### src/rtl/wm_pkg.sv
// Shared encodings, FSM state codes and per-mode duration/cost tables for the wash controller.
package wm_pkg;

  typedef enum logic [1:0] {
    MODE_QUICK = 2'd0,
    MODE_STD   = 2'd1,
    MODE_HEAVY = 2'd2,
    MODE_SPIN  = 2'd3
  } mode_e;

  localparam logic [1:0] PH_IDLE  = 2'd0;
  localparam logic [1:0] PH_WASH  = 2'd1;
  localparam logic [1:0] PH_RINSE = 2'd2;
  localparam logic [1:0] PH_SPIN  = 2'd3;

  localparam logic [2:0] ST_IDLE   = 3'd0;
  localparam logic [2:0] ST_CHECK  = 3'd1;
  localparam logic [2:0] ST_WASH   = 3'd2;
  localparam logic [2:0] ST_RINSE  = 3'd3;
  localparam logic [2:0] ST_SPIN   = 3'd4;
  localparam logic [2:0] ST_PAUSED = 3'd5;
  localparam logic [2:0] ST_DONE   = 3'd6;

  // Entry [m] belongs to mode m: quick, standard, heavy, spin-only
  localparam logic [3:0][7:0] T_WASH  = {8'd0, 8'd9, 8'd6, 8'd3};
  localparam logic [3:0][7:0] T_RINSE = {8'd0, 8'd6, 8'd4, 8'd2};
  localparam logic [3:0][7:0] T_SPIN  = {8'd3, 8'd3, 8'd2, 8'd1};
  localparam logic [3:0][7:0] COST    = {8'd2, 8'd15, 8'd10, 8'd5};

  function automatic logic [7:0] phase_dur(input logic [1:0] m, input logic [1:0] ph);
    case (ph)
      PH_WASH:  phase_dur = T_WASH[m];
      PH_RINSE: phase_dur = T_RINSE[m];
      PH_SPIN:  phase_dur = T_SPIN[m];
      default:  phase_dur = 8'd0;
    endcase
  endfunction

endpackage

### src/rtl/wash_run_if.sv
// Start/status bus between the pre-set stage, the wash controller and the display scan.
interface wash_run_if #(parameter int BAL_W = 10);
  logic             start;
  logic [BAL_W-1:0] bal_in;
  logic [1:0]       mode;
  logic             pause;
  logic [BAL_W-1:0] bal_out;
  logic             busy;
  logic [1:0]       phase;
  logic [7:0]       remain;
  logic             done;
  logic             err;

  modport master (
    output start, bal_in, mode, pause,
    input  bal_out, busy, phase, remain, done, err
  );

  modport slave (
    input  start, bal_in, mode, pause,
    output bal_out, busy, phase, remain, done, err
  );
endinterface

### src/rtl/wm_tick_gen.sv
// One-second tick divider: pulses when the count hits TICK_DIV-1 while enabled, clr restarts it.
module wm_tick_gen #(
  parameter int TICK_DIV = 100_000_000
) (
  input  logic clk,
  input  logic rst,
  input  logic en,
  input  logic clr,
  output logic tick
);

  localparam int CW = (TICK_DIV > 1) ? $clog2(TICK_DIV) : 1;
  localparam logic [CW-1:0] LAST = CW'(TICK_DIV - 1);

  logic [CW-1:0] cnt;

  assign tick = en && (cnt == LAST);

  always_ff @(posedge clk) begin
    if (rst || clr)  cnt <= '0;
    else if (en)     cnt <= (cnt == LAST) ? '0 : cnt + CW'(1);
  end

endmodule

### src/rtl/wash_run.sv
// Wash-cycle controller: balance check, cost deduction, WASH->RINSE->SPIN countdown.
// Optional pause/resume support is compiled in with WASH_PAUSE_EN.
module wash_run
  import wm_pkg::*;
#(
  parameter int TICK_DIV = 100_000_000,
  parameter int BAL_W    = 10
) (
  input  logic     clk,
  input  logic     rst,
  wash_run_if.slave bus
);

  logic [2:0]       state_q, state_d;
  logic [BAL_W-1:0] bal_q, bal_out_q, cost;
  logic [1:0]       mode_q, ph_q, ph_next;
  logic [7:0]       remain_q;
  logic             err_q, in_phase, pause_req, short_bal, adv, tick, en, clr;

  function automatic logic [2:0] ph2st(input logic [1:0] ph);
    case (ph)
      PH_WASH:  ph2st = ST_WASH;
      PH_RINSE: ph2st = ST_RINSE;
      PH_SPIN:  ph2st = ST_SPIN;
      default:  ph2st = ST_DONE;
    endcase
  endfunction

`ifdef WASH_PAUSE_EN
  assign pause_req = bus.pause;
`else
  logic unused_pause;
  assign unused_pause = bus.pause;
  assign pause_req    = 1'b0;
`endif

  assign cost      = BAL_W'(COST[mode_q]);
  assign short_bal = bal_q < cost;
  assign in_phase  = (state_q == ST_WASH) || (state_q == ST_RINSE) || (state_q == ST_SPIN);
  assign ph_next   = (ph_q == PH_SPIN) ? PH_IDLE : ph_q + 2'd1;
  // A zero-length phase advances after one cycle; otherwise only the last tick of "1" does
  assign adv       = in_phase && !pause_req &&
                     ((remain_q == 8'd0) || (tick && (remain_q == 8'd1)));

  wm_tick_gen #(.TICK_DIV(TICK_DIV)) u_tick (
    .clk  (clk),
    .rst  (rst),
    .en   (en),
    .clr  (clr),
    .tick (tick)
  );

  always_ff @(posedge clk) begin
    if (rst) state_q <= ST_IDLE;
    else     state_q <= state_d;
  end

  always_comb begin
    state_d = state_q;
    case (state_q)
      ST_IDLE:   if (bus.start) state_d = ST_CHECK;
      ST_CHECK:  state_d = short_bal ? ST_IDLE : ST_WASH;
      ST_WASH, ST_RINSE, ST_SPIN: begin
        if (pause_req) state_d = ST_PAUSED;
        else if (adv)  state_d = ph2st(ph_next);
      end
      ST_PAUSED: if (pause_req) state_d = ph2st(ph_q);
      ST_DONE:   state_d = ST_IDLE;
      default:   state_d = ST_IDLE;
    endcase
  end

  always_comb begin
    en        = in_phase && !pause_req;
    clr       = ((state_q == ST_CHECK) && !short_bal) || (adv && (ph_q != PH_SPIN));
    bus.busy  = in_phase || (state_q == ST_CHECK) || (state_q == ST_PAUSED);
    bus.phase = (in_phase || (state_q == ST_PAUSED)) ? ph_q : PH_IDLE;
    bus.done  = (state_q == ST_DONE);
  end

  always_ff @(posedge clk) begin
    if (rst) begin
      bal_q     <= '0;
      mode_q    <= 2'd0;
      bal_out_q <= '0;
      remain_q  <= 8'd0;
      ph_q      <= PH_IDLE;
      err_q     <= 1'b0;
    end else begin
      case (state_q)
        ST_IDLE: if (bus.start) begin
          bal_q  <= bus.bal_in;
          mode_q <= bus.mode;
          err_q  <= 1'b0;
        end
        ST_CHECK: begin
          if (short_bal) begin
            err_q     <= 1'b1;
            bal_out_q <= bal_q;
          end else begin
            bal_out_q <= bal_q - cost;
            remain_q  <= phase_dur(mode_q, PH_WASH);
            ph_q      <= PH_WASH;
          end
        end
        ST_WASH, ST_RINSE, ST_SPIN: begin
          // Leaving SPIN loads ph_next=IDLE, whose duration is 0
          if (adv) begin
            ph_q     <= ph_next;
            remain_q <= phase_dur(mode_q, ph_next);
          end else if (tick) begin
            remain_q <= remain_q - 8'd1;
          end
        end
        default: ;
      endcase
    end
  end

  assign bus.bal_out = bal_out_q;
  assign bus.remain  = remain_q;
  assign bus.err     = err_q;

endmodule
### src/flat_wrapper.sv
// flat-port wrapper written by rule: the top's interface ports become plain ports
module wash_run_flat import wm_pkg::*;
#(
  parameter int TICK_DIV = 100_000_000,
  parameter int BAL_W    = 10
)
  (clk, rst, bus_start, bus_bal_in, bus_mode, bus_pause, bus_bal_out, bus_busy, bus_phase, bus_remain, bus_done, bus_err);
  wash_run_if #(.BAL_W(BAL_W)) bus_i ();
  input  logic clk;
  input  logic rst;
  input wire logic [$bits(bus_i.start)-1:0] bus_start;
  input wire logic [$bits(bus_i.bal_in)-1:0] bus_bal_in;
  input wire logic [$bits(bus_i.mode)-1:0] bus_mode;
  input wire logic [$bits(bus_i.pause)-1:0] bus_pause;
  output wire logic [$bits(bus_i.bal_out)-1:0] bus_bal_out;
  output wire logic [$bits(bus_i.busy)-1:0] bus_busy;
  output wire logic [$bits(bus_i.phase)-1:0] bus_phase;
  output wire logic [$bits(bus_i.remain)-1:0] bus_remain;
  output wire logic [$bits(bus_i.done)-1:0] bus_done;
  output wire logic [$bits(bus_i.err)-1:0] bus_err;
  assign bus_i.start = bus_start;
  assign bus_i.bal_in = bus_bal_in;
  assign bus_i.mode = bus_mode;
  assign bus_i.pause = bus_pause;
  assign bus_bal_out = bus_i.bal_out;
  assign bus_busy = bus_i.busy;
  assign bus_phase = bus_i.phase;
  assign bus_remain = bus_i.remain;
  assign bus_done = bus_i.done;
  assign bus_err = bus_i.err;
  wash_run #(.TICK_DIV(TICK_DIV), .BAL_W(BAL_W)) u_core (.clk(clk), .rst(rst), .bus(bus_i));
endmodule
### config.mk
export PLATFORM = sky130hd
export DESIGN_NAME = wash_run_flat
export DESIGN_NICKNAME = d
export VERILOG_FILES = /design/src/rtl/wm_pkg.sv /design/src/rtl/wash_run_if.sv /design/src/rtl/wm_tick_gen.sv /design/src/rtl/wash_run.sv /design/src/flat_wrapper.sv
export SDC_FILE = /design/constraint.sdc
export NUM_CORES = 1
export LEC_CHECK = 0
export CAP_MARGIN = 25
export CORE_MARGIN = 3
export CORE_UTILIZATION = 34
export CTS_CLUSTER_SIZE = 10
export DETAILED_ROUTE_END_ITERATION = 16
export PLACE_DENSITY_LB_ADDON = 0.08
export SYNTH_ARGS = -nofsm -noshare
export SYNTH_HDL_FRONTEND = slang
export SYNTH_SLANG_ARGS = --single-unit
### constraint.sdc
create_clock -name clk -period 4.2 [get_ports clk]
set_input_delay 0.84 -clock clk [delete_from_list [all_inputs] [get_ports clk]]
set_output_delay 0.84 -clock clk [all_outputs]
set_load 0.01 [all_outputs]
Word level (Yosys, flattened, before mapping). Cells that the tools add are included.

Add/subtract/negate cells: 4. Order comparisons: 2. Equality and inequality tests: 18. Muxes and demuxes: 28. Bitwise logic cells: 1. Reductions and logical operators: 24.

Operator list (count): 8-bit binary-select mux with 2-bit select (4); 8-bit two-way mux (7); 27-bit by 1-bit adder with 27-bit output, second input constant (1); 27-bit equality test, second input constant (1); 27-bit two-way mux (1); 8-bit case mux with 3 select lines (1); 8-bit case mux with 2 select lines (1); 3-bit case mux with 4 select lines (1); 3-bit AND reduction (4); 10-bit by 8-bit < comparator with 1-bit output (1); 10-bit two-way mux (1); 2-bit two-way mux (5); 10-bit by 8-bit subtractor with 10-bit output (1); 3-bit equality test, second input constant (3); 3-bit case mux with 3 select lines (1); 8-bit by 1-bit equality test with 1-bit output, second input constant (1); 8-bit logical NOT (1); 1-bit logical OR (8); 8-bit by 1-bit subtractor with 8-bit output, second input constant (1); 2-bit equality test, second input constant (3); 3-bit by 2-bit equality test with 1-bit output, second input constant (2); 3-bit two-way mux (2); 2-bit != test, second input constant (3); 1-bit logical AND (5); other kinds (15) (18).

Register bits: 63. Input port bits: 16. Output and inout bits: 23. Word-level logic and storage cells: 85.

Logic depth before layout (Yosys ltp). Gate-level depths: netlist (run 1).

Depth in word-level cells: 10. Gate-level depth with buffers: 14. Gate-level depth less buffers: 13.

Cells and area by module. A second synthesis (run 1) with hierarchy kept.

Cell total of the unflattened synthesis: 438. Area total of the unflattened synthesis: 3562.2 um^2.

Modules (own cells, without submodules): wash_run (times used 1, cells an instance 286, area each 2263.4 um^2); wm_tick_gen (times used 1, cells an instance 152, area each 1298.7 um^2).

Least setup slack after synthesis (run 1). OpenSTA, ideal clock, no wires.

Path kind: register -> register. Start point: reg u_core.mode_q[1]. End point: reg u_core.remain_q[1] (netlist: u_core.bus.remain[1]). Setup time: 0.091 ns. Arrival time: 2.880 ns. Required time: 4.109 ns. Slack: 1.229 ns. Cell stages (with the launch flop): 14. Period minus slack after synthesis: 2.971 ns. Cells stage by stage: dfxtp_1 > inv_1 > ha_1 > nor2_1 > inv_1 > ha_1 > inv_1 > fa_1 > o21bai_1 > a31oi_1 > a21oi_1 > o22ai_1 > a211oi_1 > a311oi_1.

Longest elaborated chain between the ends: 5. Elaborated cells on any way between the ends: 15. Those cells by class: order compare (1); eq/ne (1); mux (12); reduce/logical (1).

RTL lines: start, declared (line wash_run.sv:16) `logic [1:0] mode_q, ph_q, ph_next;`; start signal, assigned (line wash_run.sv:93) `mode_q <= bus.mode;`; 8-bit binary-select mux with 2-bit select (on tied branches); 8-bit two-way mux (on tied branches); 10-bit by 8-bit < comparator with 1-bit output / 8-bit case mux with 3 select lines (equally long branches) (line wash_run.sv:38, wm_pkg.sv:31); 2-bit != test (no line) / 8-bit two-way mux (equally long branches); 3-bit AND reduction (no line) / 8-bit case mux with 2 select lines (equally long branches); end signal, assigned (line wash_run.sv:102) `remain_q <= phase_dur(mode_q, PH_WASH);`; end signal, assigned (line wash_run.sv:110) `remain_q <= phase_dur(mode_q, ph_next);`; end signal, assigned (line wash_run.sv:112) `remain_q <= remain_q - 8'd1;`; end, declared (line wash_run.sv:17) `logic [7:0] remain_q;`.

Parallel ways exist; a longest one is shown, timed or not. The select of a mux whose other input is x is not followed. A chain may end at the register's enable or synchronous reset.

Worst setup path in the final report (run 1).
Start point: reg u_core.mode_q[1]. End point: reg u_core.remain_q[5] (netlist: u_core.bus.remain[5]).

Same word-level chain as after synthesis.

==> Implementation_results.wiki, run 1 <==
{| class="wikitable"
! Metric !! Value
|-
| CP most frequent cell || sky130_fd_sc_hd__inv_1
|-
| Final count of hold timing violations || 0
|-
| Cell area reported after detailed placement || between 3000 and 4000 um2
|-
| Routed Antenna Nets || 0
|-
| Layout Area Growth over Synthesis || 21.2%
|-
| Number of DRC markers after the initial detailed-route iteration || ~170
|-
| Worst EP arrival || ~3.7 ns
|-
| Area of the die || ~11000 um2
|-
| Area of the placeable core || 9860 um2
|-
| Wire length of the first global-routing pass || approximately 14000 um
|-
| Port Buffers || 37
|-
| Net count of the mapped netlist || roughly 460
|-
| Total clock buffers created by CTS || 9
|-
| Post-synth EDFFs || 0
|-
| Half-perimeter wire length after detailed placement || 6300 um
|-
| Main synth FF type || sky130_fd_sc_hd__dfxtp_1
|-
| Vert. Die Dim || about 110 um
|-
| Drt wl/cell || about 14 um
|-
| Post-synth top area share || between 30 and 40%
|-
| Register clock-pin slew on the reported worst setup and hold paths || roughly 0.070 ns
|-
| CP Launch Type || register
|-
| Required time of the worst setup path || 4.44 ns
|-
| Site row count || 36
|-
| Worst Hold Path EP || u_core.bus.bal_out[3]
|-
| TritonCTS clock tree || yes
|-
| Crit path max fanout || 8
|-
| Total track usage || 15.8%
|-
| Top Ports || 39
|-
| Starting utilization of the core area || about a third
|-
| Post-synthesis average cell area || roughly 8.1 um2
|-
| Class of the worst hold path || reg2reg
|-
| Slack of the worst reg-to-reg path || 0.71 ns
|-
| Hold buffer count at CTS || 0
|-
| Clock Tree Root || sky130_fd_sc_hd__clkbuf_8
|-
| Grt ovf || 0
|-
| Transition time of the tightest slew-check pin || between 0.8 and 0.9 ns
|-
| Overall via count from detail_route || approximately 3100
|-
| Post-route clock period utilization || roughly 83%
|-
| Final wirelength || a little under 9000 um
|-
| Initial antenna violation count || 0
|-
| Mapped Area || 3480 um2
|-
| Cts repair resizes || 0
|-
| Leading post-synthesis cells by cell area || sky130_fd_sc_hd__dfxtp_1 (36%), sky130_fd_sc_hd__nor2_1 (7.1%), sky130_fd_sc_hd__nand2_1 (6.6%), sky130_fd_sc_hd__ha_1 (5.0%), sky130_fd_sc_hd__xor2_1 (4.8%)
|-
| DIE WIDTH || roughly 110 um
|-
| Highest ir drop seen on vdd || approximately 0.15 mV
|-
| P per Cell Area || slightly above 400 nW/um2
|-
| Worst reg-to-reg path cell count || 14
|-
| Reg-to-reg startpoint || u_core.mode_q[1]
|-
| Post-CTS Repair Setup Buffers || 0
|-
| Setup_tns || 0 ns
|-
| Number of distinct library cells after synthesis || between 50 and 60
|-
| Antenna diode instance count || 0
|-
| Yosys warning count || 0
|-
| Slowest cell on the critical path || sky130_fd_sc_hd__a21oi_1
|-
| Origin of the worst min-delay path || u_core.bus.bal_out[3]
|-
| Kind of end point of the critical path || register
|-
| Number of global-route vias before repair || around 2900
|-
| Cell chain of the critical path || inv_1 -> ha_1 -> nor2_1 -> inv_1 -> ha_1 -> inv_1 -> fa_1 -> nor4bb_1 -> a31oi_1 -> buf_4 -> a21oi_1 -> o22a_1 -> o2bb2ai_1 -> a22o_1
|-
| Critical path class || reg2reg
|-
| Highest clock rate || between 200 and 300 MHz
|-
| Final setup viols || 0
|-
| Final count of pins violating max slew || 0
|-
| Unrepaired setup endpoints after global routing || no
|-
| Fin Hold WS || around 0.47 ns
|-
| Worst max-slew margin expressed relative to the limit || 40.2%
|-
| Cell type with the highest aggregate area in the netlist || sky130_fd_sc_hd__dfxtp_1
|-
| Capture point of the worst reg-to-reg path || u_core.bus.remain[5]
|-
| Last weighted congestion value of the routability-driven placer || about 0.88
|-
| Number of vias per cell after detailed routing || 5.09
|-
| Post-route standard cell area excluding fillers || about 4200 um2
|-
| CTS H-tree depth || 3
|-
| Result of the run || finished clean
|-
| Sinks on the clock net || 63
|-
| Tmin final || roughly 3.5 ns
|-
| Number of cells on the worst hold path || 2
|-
| DRC violations left || 0
|-
| Final design utilization || between 40 and 50%
|-
| Cell count after synthesis || ~430
|-
| Async S/R FF share, synth || 0%
|-
| Number of max-cap violations || 0
|-
| Total Nets Final || 496
|-
| Number of iterations in the first detailed-routing pass || 4
|-
| Static leakage || ~1.5 nW
|-
| Number of register bits inferred by synthesis || 63
|-
| Maximum number of pins on one net before global-route repair || 25
|-
| Worst skew pair latency || between 0.3 and 0.4 ns
|-
| Share of synthesized area occupied by flip-flops and latches || roughly 36%
|-
| Maximum root-to-sink buffer count || 2
|-
| Proportion of layout cells with a drive suffix above 1 || approximately 7%
|-
| CP peak stage delay || between 0.4 and 0.5 ns
|-
| Worst setup skew after layout || 0.0142 ns
|}
power breakdown:
part / internal (mW) / switching (mW) / total (mW)
logic: 0.185 / 0.249 / 0.433
registers: 0.631 / 0.0373 / 0.668
clock network: 0.396 / 0.254 / 0.650
through the flow:
stage	power, mW	worst slack (ns)	cells
detailed placement	1.11	0.757	587
global placement	1.11	0.774	587
finish	1.75	0.709	603
CTS	1.78	0.703	603
floorplan	0.978	1.23	431
global route	1.86	0.416	603
kinds of logic (layout without fill, tap and decap cells):
| logic type | Yosys count | after routing | share of synthesized area (%) |
|---|---|---|---|
| multiplexers | 5 | 5 | 1.44 |
| flip-flops | 63 | 63 | 36.3 |
| adder cells (fa/ha/maj) | 15 | 15 | 5.61 |
| AND/OR/NAND/NOR | 203 | 203 | 28.7 |
| XOR/XNOR | 32 | 32 | 8.06 |
| buffers and inverters | 30 | 69 | 3.38 |
| AO/OA/AOI/OAI | 83 | 83 | 16.6 |
layout make-up:
cell class | count | area [um2]
clock buffer | 9 | 124
clock inverter | 7 | 121
fill | 1012 | 5650
inverter | 13 | 48.8
multi-input combinational | 338 | 2100
sequential | 63 | 1260
tap | 133 | 166
timing repair buffer | 40 | 393
registers in the layout, indices dropped and copies added, names as in the netlist:
name                flops
u_core.u_tick.cnt      27
u_core.bal_q           10
u_core.bus.bal_out     10
u_core.bus.remain       8
u_core.state_q          3
u_core.mode_q           2
u_core.ph_q             2
u_core.bus.err          1
layout by cell type, fill, tap and decap left out, types with 7 or more instances in the layout:
master                             n
sky130_fd_sc_hd__xnor2_1          13
sky130_fd_sc_hd__nor3_1           12
sky130_fd_sc_hd__nor2_1           66
sky130_fd_sc_hd__clkbuf_8          9
sky130_fd_sc_hd__ha_1             14
sky130_fd_sc_hd__nand3_1          10
sky130_fd_sc_hd__nand2_1          61
sky130_fd_sc_hd__clkdlybuf4s50_1  37
sky130_fd_sc_hd__a211oi_1         10
sky130_fd_sc_hd__a21oi_1          29
sky130_fd_sc_hd__or3_1             7
sky130_fd_sc_hd__dfxtp_1          63
sky130_fd_sc_hd__inv_1            13
sky130_fd_sc_hd__xor2_1           19
how the worst max path moves through the flow:
| stage | start | to | slack (ns) | cells past startpoint |
|---|---|---|---|---|
| floorplan | u_core.mode_q[1] | u_core.bus.remain[1] | 1.23 | 13 |
| global placement | u_core.mode_q[1] | u_core.bus.remain[5] | 0.77 | 14 |
| detailed placement | u_core.mode_q[1] | u_core.bus.remain[5] | 0.76 | 14 |
| CTS | u_core.mode_q[1] | u_core.bus.remain[5] | 0.70 | 14 |
| global route | u_core.mode_q[1] | u_core.bus.remain[5] | 0.42 | 14 |
| finish | u_core.mode_q[1] | u_core.bus.remain[5] | 0.71 | 14 |
cells in the mapped netlist, types with 7 or more instances:
cell,count
sky130_fd_sc_hd__a211oi_1,10
sky130_fd_sc_hd__a21oi_1,29
sky130_fd_sc_hd__clkbuf_1,13
sky130_fd_sc_hd__dfxtp_1,63
sky130_fd_sc_hd__ha_1,14
sky130_fd_sc_hd__inv_1,13
sky130_fd_sc_hd__nand2_1,61
sky130_fd_sc_hd__nand3_1,10
sky130_fd_sc_hd__nor2_1,66
sky130_fd_sc_hd__nor3_1,12
sky130_fd_sc_hd__or3_1,7
sky130_fd_sc_hd__xnor2_1,13
sky130_fd_sc_hd__xor2_1,19
worst max-delay path, delay by kind of cell (launching register included):
kind | cells | cell delay (ns)
AO/OA/AOI/OAI | 5 | 1.28
adder cells (fa/ha/maj) | 3 | 0.72
buffers and inverters | 4 | 0.51
AND/OR/NAND/NOR | 2 | 0.50
flip-flops | 1 | 0.37
metal layers:
metal / wire (um) / GRT usage, %
met5: 0 / 0
met3: 293 / 2.83
met4: 73 / 5.21
met1: 4440 / 22.8
met2: 3850 / 23.6
Note: power is estimated with default switching activity, not from simulation.
==> inputs of run 2 (changes only) <==
- clock period: 4.2 -> 3.3 ns (I/O delays scaled with it)
==> Implementation_results.wiki, run 2 (synthesis results as in run 1) <==
{| class="wikitable"
! Metric !! Value
|-
| Result of the run || finished clean
|-
| Sequential Power Share || 43.4% (+5.2 points)
|-
| P per Cell Area || 468 nW/um2 (+13%)
|-
| Highest clock rate || 331 MHz (+16%)
|-
| Worst EP arrival || 3.29 ns (-0.44 ns)
|-
| Setup_tns || 0 ns (unchanged)
|-
| Detailed-routed wire length on met3 || 328 um (+12%)
|-
| Number of iterations in the first detailed-routing pass || 4 (unchanged)
|-
| Antenna diode instance count || 0 (unchanged)
|-
| Relative contribution of combinational cells to total power || 28.9% (+4.2 points)
|-
| Clock share of power || 27.7% (-9.4 points)
|-
| Routed met1 length || 4410 um (-0.68%)
|-
| Count of fill cells added during filler insertion || 1032 (+2.0%)
|-
| Drt wl/cell || 14.1 um (-1.5%)
|-
| Number of global-route vias before repair || 2930 (+1.6%)
|-
| FF+latch area || 1260 um2 (unchanged)
|-
| Transition time of the tightest slew-check pin || 1.05 ns (+0.153 ns)
|-
| Maximum root-to-sink buffer count || 2 (unchanged)
|-
| Uppermost routed layer || met4
|-
| Static leakage || 1.51 nW (-0.68%)
|-
| Final count of hold timing violations || 0 (unchanged)
|-
| Met2 Wirelength || 3750 um (-2.5%)
|-
| Overall via count from detail_route || 3083 (+0.36%)
|-
| Crit path max fanout || 12 (+4)
|-
| Area of the placeable core || 9860 um2 (unchanged)
|-
| Final count of pins violating max slew || 0 (unchanged)
|-
| Number of DRC markers after the initial detailed-route iteration || 148 (-13%)
|-
| Number of vias per cell after detailed routing || 5.07 (-0.47%)
|-
| Number of max-cap violations || 0 (unchanged)
|-
| Layout Area Growth over Synthesis || 20.6%
|-
| CTS H-tree depth || 3 (unchanged)
|-
| Final wirelength || 8590 um (-0.73%)
|-
| Grt ovf || 0 (unchanged)
|-
| Tmin final || 3.02 ns (-0.473 ns)
|-
| Flip-flop count of the largest register after layout || 27 (unchanged)
|-
| Routed Antenna Nets || 0 (unchanged)
|-
| Port Buffers || 37 (unchanged)
|-
| CP Launch Type || register
|-
| Sinks on the clock net || 63 (unchanged)
|-
| Highest ir drop seen on vdd || 0.184 mV (+25%)
|-
| Class of the worst hold path || reg2reg
|-
| Area of the die || 11500 um2 (unchanged)
|-
| Top Ports || 39 (unchanged)
|-
| Worst setup skew after layout || 0.0107 ns (-0.00345 ns)
|-
| Fraction of power spent switching nets || 33.0% (+2.1 points)
|-
| Initial antenna violation count || 0 (unchanged)
|-
| Total track usage || 15.8% (+0.030 points)
|-
| Critical path class || reg2reg
|-
| Final setup viols || 0 (unchanged)
|-
| Clock Tree Root || sky130_fd_sc_hd__clkbuf_8
|-
| Last weighted congestion value of the routability-driven placer || 0.796 (-10%)
|-
| Kind of end point of the critical path || register
|-
| Required time of the worst setup path || 3.57 ns (-0.87 ns)
|-
| Register with the highest flop count || u_core.u_tick.cnt
|-
| Maximum number of pins on one net before global-route repair || 25 (unchanged)
|-
| Total Nets Final || 503 (+1.4%)
|-
| Vert. Die Dim || 107 um (unchanged)
|-
| Half-perimeter wire length after detailed placement || 6400 um (+1.6%)
|-
| Fin Hold WS || 0.471 ns (+0.00168 ns)
|-
| Worst skew pair latency || 0.33 ns (about the same)
|-
| Wire length of the first global-routing pass || 14700 um (+1.4%)
|-
| Design internal power || 1.32 mW (+8.6%)
|-
| Site row count || 36 (unchanged)
|-
| Starting utilization of the core area || 35.2% (unchanged)
|-
| Most frequent cells in the layout || sky130_fd_sc_hd__nor2_1 (66), sky130_fd_sc_hd__dfxtp_1 (63), sky130_fd_sc_hd__nand2_1 (60)
|-
| TritonCTS clock tree || yes
|-
| DIE WIDTH || 107 um (unchanged)
|-
| Register clock-pin slew on the reported worst setup and hold paths || 0.07 ns (about the same)
|-
| Post-route clock period utilization || 91.5% (+8.3 points)
|-
| Worst max-slew margin expressed relative to the limit || 30.0% (-10 points)
|-
| DRC violations left || 0 (unchanged)
|-
| Most common library cell in the layout ignoring fill and taps || sky130_fd_sc_hd__nor2_1
|-
| Hold buffer count at CTS || 0 (unchanged)
|-
| Total clock buffers created by CTS || 9 (unchanged)
|-
| Power dissipated by switching net loads || 0.647 mW (+20%)
|-
| Area occupied by multi-input gates || 2120 um2 (+1.1%)
|-
| Proportion of layout cells with a drive suffix above 1 || 8.00% (+0.98 points)
|}
[run 2: cell types whose count changed in the layout (fill, tap and decap cells not counted), moves of 3 or more]
cell	delta
sky130_fd_sc_hd__buf_4	+6
sky130_fd_sc_hd__clkinv_4	-3
sky130_fd_sc_hd__bufinv_16	-3
sky130_fd_sc_hd__clkbuf_1	+3
[run 2: area by class of cell]
type | instances | share of cell area (%)
Clock buffer | 12 | 3.22
Timing Repair Buffer | 47 | 10.7
Clock inverter | 2 | 0.239
Inverter | 13 | 1.16
Tap cell | 133 | 3.97
Multi-Input combinational cell | 338 | 50.6
Sequential cell | 63 | 30.1
[run 2: power by group through the flow]
| stage | logic [mW] | registers (mW) | clock network, mW |
|---|---|---|---|
| floorplan | 0.382 | 0.863 | 0 |
| global placement | 0.551 | 0.866 | 0 |
| detailed placement | 0.555 | 0.868 | 0 |
| CTS | 0.558 | 0.851 | 0.575 |
| global route | 0.638 | 0.858 | 0.608 |
| finish | 0.568 | 0.851 | 0.544 |
[run 2: stage by stage]
step | total power, mW | worst slack [ns] | cell area (um2) | std cells | utilization, %
final | 1.96 | 0.282 | 4190 | 608 | 42.5
after global routing | 2.10 | -0.0191 | 4190 | 608 | 42.5
after CTS | 1.98 | 0.0551 | 4150 | 605 | 42.0
after detailed placement | 1.42 | 0.0683 | 4000 | 591 | 40.6
after global placement | 1.42 | 0.123 | 3990 | 590 | 40.4
after floorplan | 1.24 | 0.329 | 3480 | 431 | -
[run 2: path summary, 6_finish.rpt]
kind	startpoint	endpoint	slack [ns]	cells after the start
worst max-delay path	u_core.mode_q[0]	u_core.u_tick.cnt[20]	0.28	15
worst min-delay path	u_core.bus.bal_out[3]	u_core.bus.bal_out[3]	0.47	2
worst max register to register	u_core.mode_q[0]	u_core.u_tick.cnt[20]	0.28	15
worst min register to register	u_core.bus.bal_out[3]	u_core.bus.bal_out[3]	0.47	2
[run 2: critical path, stage by stage (launching register included)]
cell,delay (ns)
sky130_fd_sc_hd__dfxtp_1,0.32
sky130_fd_sc_hd__inv_1,0.09
sky130_fd_sc_hd__ha_1,0.24
sky130_fd_sc_hd__nor2_1,0.11
sky130_fd_sc_hd__inv_1,0.15
sky130_fd_sc_hd__ha_1,0.20
sky130_fd_sc_hd__inv_1,0.06
sky130_fd_sc_hd__fa_1,0.40
sky130_fd_sc_hd__o21bai_1,0.19
sky130_fd_sc_hd__a31oi_2,0.24
sky130_fd_sc_hd__a21oi_2,0.12
sky130_fd_sc_hd__buf_4,0.17
sky130_fd_sc_hd__nor2_1,0.18
sky130_fd_sc_hd__o221ai_4,0.14
sky130_fd_sc_hd__buf_4,0.24
sky130_fd_sc_hd__nor2_1,0.11
[run 2: metal layers]
layer | vias up | track usage (%)
li1 | 1600 | -
met1 | 1421 | 23.1
met2 | 52 | 23.0
met3 | 10 | 3.79
met4 | 0 | 4.57
met5 | - | 0
[run 2: timing repair]
action,4_1_cts,5_1_grt
endpoints found under the hold margin,0,0
gates resized for setup,0,4
setup buffers,0,3
endpoints found under the setup margin,0,34
==> inputs of run 3 (changes only) <==
- CORE_MARGIN: 3 -> default
- PLACE_DENSITY: default -> 0.56
- PLACE_DENSITY_LB_ADDON: 0.08 -> default
- SKIP_CTS_REPAIR_TIMING: default -> 1
==> Implementation_results.wiki, run 3 (synthesis results as in run 1) <==
{| class="wikitable"
! Metric !! Value
|-
| Reg-to-reg startpoint || u_core.mode_q[0]
|-
| Top Ports || 39 (unchanged)
|-
| Class of the worst hold path || reg2reg
|-
| Worst reg-to-reg path cell count || 13 (-2)
|-
| Number of iterations in the first detailed-routing pass || 5 (+1)
|-
| Required time of the worst setup path || 3.53 ns (-0.04 ns)
|-
| Final design utilization || 43.3% (+0.81 points)
|-
| DRC violations left || 0 (unchanged)
|-
| Crit path max fanout || 7 (-5)
|-
| Area of the placeable core || 9860 um2 (unchanged)
|-
| Wire length of the first global-routing pass || 14100 um (-3.8%)
|-
| Tmin final || 3.09 ns (+0.0727 ns)
|-
| DIE WIDTH || 103 um (-3.7%)
|-
| Capture point of the worst reg-to-reg path || u_core.bus.remain[5]
|-
| Kind of end point of the critical path || register
|-
| Number of max-cap violations || 0 (unchanged)
|-
| Post-route clock period utilization || 93.7% (+2.2 points)
|-
| CP Launch Type || register
|-
| Register clock-pin slew on the reported worst setup and hold paths || 0.08 ns (about the same)
|-
| Initial antenna violation count || 0 (unchanged)
|-
| Drt wl/cell || 14.0 um (-0.56%)
|-
| Flip-flop count of the largest register after layout || 27 (unchanged)
|-
| Most frequent cells in the layout || sky130_fd_sc_hd__nor2_1 (66), sky130_fd_sc_hd__dfxtp_1 (63), sky130_fd_sc_hd__nand2_1 (60)
|-
| Final wirelength || 8540 um (-0.56%)
|-
| Highest clock rate || 324 MHz (-2.4%)
|-
| Vert. Die Dim || 103 um (-3.7%)
|-
| Proportion of layout cells with a drive suffix above 1 || 8.42% (+0.42 points)
|-
| Clock Tree Root || sky130_fd_sc_hd__clkbuf_8
|-
| Layout Area Growth over Synthesis || 22.9%
|-
| Area of the die || 10600 um2 (-7.3%)
|-
| Number of global-route vias before repair || 2921 (-0.31%)
|-
| Unrepaired setup endpoints after global routing || no
|-
| Final count of pins violating max slew || 0 (unchanged)
|-
| Site row count || 36 (unchanged)
|-
| Setup_tns || 0 ns (unchanged)
|-
| Worst EP arrival || 3.32 ns (+0.03 ns)
|-
| Antenna diode instance count || 0 (unchanged)
|-
| Total track usage || 17.3% (+1.4 points)
|-
| Sinks on the clock net || 63 (unchanged)
|-
| Grt ovf || 0 (unchanged)
|-
| Worst setup skew after layout || 0.0138 ns (+0.00303 ns)
|-
| Last weighted congestion value of the routability-driven placer || 0.822 (+3.3%)
|-
| Total Nets Final || 501 (-0.40%)
|-
| Half-perimeter wire length after detailed placement || 6220 um (-2.9%)
|-
| Origin of the worst min-delay path || u_core.bus.bal_out[3]
|-
| Critical path class || reg2reg
|-
| Routed Antenna Nets || 0 (unchanged)
|-
| Maximum number of pins on one net before global-route repair || 25 (unchanged)
|-
| Worst Hold Path EP || u_core.bus.bal_out[3]
|-
| Static leakage || 1.55 nW (+2.7%)
|-
| P per Cell Area || 532 nW/um2 (+14%)
|-
| Starting utilization of the core area || 35.2% (unchanged)
|-
| Slack of the worst reg-to-reg path || 0.21 ns (-0.07 ns)
|-
| CTS H-tree depth || 3 (unchanged)
|-
| Worst max-slew margin expressed relative to the limit || 40.4% (+10 points)
|-
| Maximum root-to-sink buffer count || 2 (unchanged)
|-
| Highest ir drop seen on vdd || 0.243 mV (+32%)
|-
| Result of the run || finished clean
|-
| Worst skew pair latency || 0.34 ns (about the same)
|-
| Total clock buffers created by CTS || 9 (unchanged)
|-
| Final count of hold timing violations || 0 (unchanged)
|-
| Overall via count from detail_route || 3138 (+1.8%)
|-
| Number of cells on the worst hold path || 2 (unchanged)
|-
| Final setup viols || 0 (unchanged)
|-
| Register with the highest flop count || u_core.u_tick.cnt
|-
| Port Buffers || 37 (unchanged)
|-
| Transition time of the tightest slew-check pin || 0.891 ns (-0.156 ns)
|-
| Number of vias per cell after detailed routing || 5.16 (+1.8%)
|-
| TritonCTS clock tree || yes
|-
| Most common library cell in the layout ignoring fill and taps || sky130_fd_sc_hd__nor2_1
|-
| Number of DRC markers after the initial detailed-route iteration || 124 (-16%)
|}
[run 3: changes by cell type in the layout (fill, tap and decap cells not counted), moves of 2 or more]
cell	before	now
sky130_fd_sc_hd__clkbuf_1	3	0
sky130_fd_sc_hd__clkinv_4	0	2
sky130_fd_sc_hd__buf_4	9	7
sky130_fd_sc_hd__bufinv_16	0	3
sky130_fd_sc_hd__clkinv_2	2	0
[run 3: how the worst max path moves through the flow]
| stage | cells after the start | slack (ns) | to | start |
|---|---|---|---|---|
| after floorplan | 13 | 0.33 | u_core.bus.remain[1] | u_core.mode_q[1] |
| after global placement | 13 | 0.1 | u_core.bus.remain[5] | u_core.mode_q[0] |
| after detailed placement | 13 | 0.02 | u_core.bus.remain[5] | u_core.mode_q[1] |
| after CTS | 13 | 0.01 | u_core.bus.remain[5] | u_core.mode_q[0] |
| after global routing | 13 | 0.02 | u_core.u_tick.cnt[18] | u_core.mode_q[1] |
| final | 13 | 0.21 | u_core.bus.remain[5] | u_core.mode_q[0] |
[run 3: cell type report]
| type | instances | area, um2 |
|---|---|---|
| clock buffer | 10 | 138 |
| inverter | 13 | 48.8 |
| clock inverter | 6 | 116 |
| fill | 995 | 5590 |
| timing repair buffer | 45 | 438 |
| multi-input combinational | 338 | 2100 |
| sequential | 63 | 1260 |
| tap | 133 | 166 |
[run 3: layer usage]
layer  global-route usage, %  wire (um)  vias up
met4                    7.69        155        0
met1                    23.8       4310     1454
met2                    26.5       3830       66
li1                        -          -     1605
met5                       0          0        -
met3                    2.64        242       13
[run 3: power by group]
| part | switching [mW] | internal [mW] | total (mW) |
|---|---|---|---|
| Combinational | 0.324 | 0.247 | 0.571 |
| Clock | 0.327 | 0.528 | 0.855 |
| Sequential | 0.0455 | 0.803 | 0.849 |
[run 3: worst max-delay path: stages (launching register included)]
cell	delay, ns
sky130_fd_sc_hd__dfxtp_1	0.35
sky130_fd_sc_hd__inv_1	0.07
sky130_fd_sc_hd__ha_1	0.26
sky130_fd_sc_hd__nor2_1	0.25
sky130_fd_sc_hd__inv_1	0.16
sky130_fd_sc_hd__ha_1	0.23
sky130_fd_sc_hd__inv_1	0.08
sky130_fd_sc_hd__fa_1	0.22
sky130_fd_sc_hd__nor4bb_1	0.26
sky130_fd_sc_hd__a31oi_1	0.11
sky130_fd_sc_hd__a21oi_2	0.30
sky130_fd_sc_hd__o22a_1	0.37
sky130_fd_sc_hd__o2bb2ai_1	0.09
sky130_fd_sc_hd__a22o_1	0.25
[run 3: metrics by stage]
step / hold slack (ns) / setup slack (ns) / power (mW) / std cells / cell area [um2]
after detailed placement: 0.454 / 0.0190 / 1.42 / 590 / 3990
after global placement: 0.460 / 0.0951 / 1.42 / 590 / 3990
after CTS: 0.463 / 0.0119 / 2.29 / 606 / 4240
after global routing: 0.494 / 0.0178 / 2.40 / 608 / 4270
after floorplan: 0.449 / 0.329 / 1.24 / 431 / 3480
final: 0.462 / 0.209 / 2.27 / 608 / 4270
==> variant (config.mk and constraints of run 3) <==
Make the reset (`rst`) asynchronous in 2 clocked blocks.
--- a/src/rtl/wash_run.sv
+++ b/src/rtl/wash_run.sv
@@ -50,7 +50,7 @@
     .tick (tick)
   );
 
-  always_ff @(posedge clk) begin
+  always_ff @(posedge clk or posedge rst) begin
     if (rst) state_q <= ST_IDLE;
     else     state_q <= state_d;
   end
@@ -78,7 +78,7 @@
     bus.done  = (state_q == ST_DONE);
   end
 
-  always_ff @(posedge clk) begin
+  always_ff @(posedge clk or posedge rst) begin
     if (rst) begin
       bal_q     <= '0;
       mode_q    <= 2'd0;
Function: differs if rst is asserted again (counterexample within 4 cycles, from zero or initial values and one cycle with rst high); with rst held inactive, the same outputs for 10 cycles.
==> variant against run 3 <==
Count of clock-buffer cells in the layout grew 2; design area grew 0.67%; critical path depth grew 1; clock skew shrank 0.0017 ns; synthesized area grew 1.7%; via count shrank 5.9%; global-route usage shrank 1.2 points; setup slack gained 0.11 ns; wire length shrank 7.2%; sequential cell count is the same.
Power is not compared: it rests on default switching activity, and its combinational part moved more than twofold at a synthesized area within 25%.
==> variant: results (changes against run 3) <==
- Result of the run: finished, final reports clean
- Proportion of synthesized chip area in sequential cells: 40.8% (+4.5 points)
- Cell type of the slowest stage on the worst timing path: fa_1
- GR Util met3: 4.57% (+1.9 points)
- Final routed wirelength across all metal layers: 7920 um (-7.2%)
- Length in cells of the worst reg-to-reg path: 14 (+1)
- Flip-flop and latch share of the layout cell area: 33.5% (+4.0 points)
- First-pass GRT wire length: 13800 um (-2.3%)
- Max stage delay on crit path: 0.40 ns (+0.03 ns)
- Startpoint of the most critical register-to-register path: u_core.mode_q[0]$_DFFE_PP0P_
- Initial detailed-routing violation count: 170 (+37%)
- Inverters excl. clock: 15 (+2)
- Setup WS pre-CTS: 0.309 ns (+0.290 ns)
- Least-Margin Pin Slew: 0.686 ns (-0.205 ns)
- Overall track demand over capacity in global routing: 16.0% (-1.2 points)
- Placed cell count: 566 (-4.1%)
- Endpoint arrival time on the critical path: 3.19 ns (-0.13 ns)
- Post-DP Area: 4110 um^2 (+3.0%)
- Met2 wire len: 3670 um (-4.2%)
- Number of global-route vias before repair: 2920 (-0.034%)
- Share of flip-flops with an asynchronous set or reset: 57.1% (+57 points)
- Clkbuf count: 12 (+2)
- Fraction of synthesized area in multiplexers: 3.72% (+2.3 points)
- Layout clock area frac: 4.45% (-1.5 points)
- Count of unique library cells instantiated by Yosys: 60 (+1.7%)
- Hold slack final: 0.471 ns (+0.00881 ns)
- Top post-synthesis cells by area: dfrtp_1 25%, dfxtp_1 15%, xor2_1 5.5%
- Post-synthesis share of cell area spent on full adders, half adders and majority gates: 5.52% (-0.091 points)
- Maximum number of pins on one net before global-route repair: 37 (+48%)
- Nets: 475 (-5.2%)
- DR vias: 2954 (-5.9%)
- Met1 Resource Use GR: 19.4% (-4.4 points)
- GR met2 Demand/Resource: 27.0% (+0.53 points)
- Count of mapped cells out of synthesis: 396 (-8.1%)
- Data buffer area share: 10.9% (+0.63 points)
- Biggest fanout along the worst timing path: 10 (+3)
- Worst Clk Skew: 0.0120 ns (-0.00173 ns)
- Non-clock buffer count in the final layout: 50 (+11%)
- Fraction of final layout cells with drive strength greater than 1: 10.7% (+2.3 points)
- Post-synth net total: 427 (-7.6%)
- XOR/XNOR Fraction of Synth Area: 7.68% (-0.38 points)
==> variant: cell count changes after synthesis, moves of 5 or more <==
cell and change:
nand3_1 +6, o21ai_0 +21, nor2_1 -18, mux2_2 +9, a21oi_1 -13, and3_1 +5, a211oi_1 -10, nand2_1 -30
dfxtp_1 -36, o31ai_1 +6, dfrtp_1 +36
==> variant: where the power goes <==
group | switching (W) | internal (W) | total (W)
Clock | 0.000311 | 0.000338 | 0.000650
Combinational | 0.000990 | 0.000922 | 0.00191
Sequential | 0.000227 | 0.000980 | 0.00121
Total | 0.00153 | 0.00224 | 0.00377
==> variant: cell families after synthesis <==
kind of cell	after synthesis
AO/OA/AOI/OAI	79
XOR/XNOR	31
adder cells (fa/ha/maj)	15
buffers and inverters	28
flip-flops	63
multiplexers	12
AND/OR/NAND/NOR	168
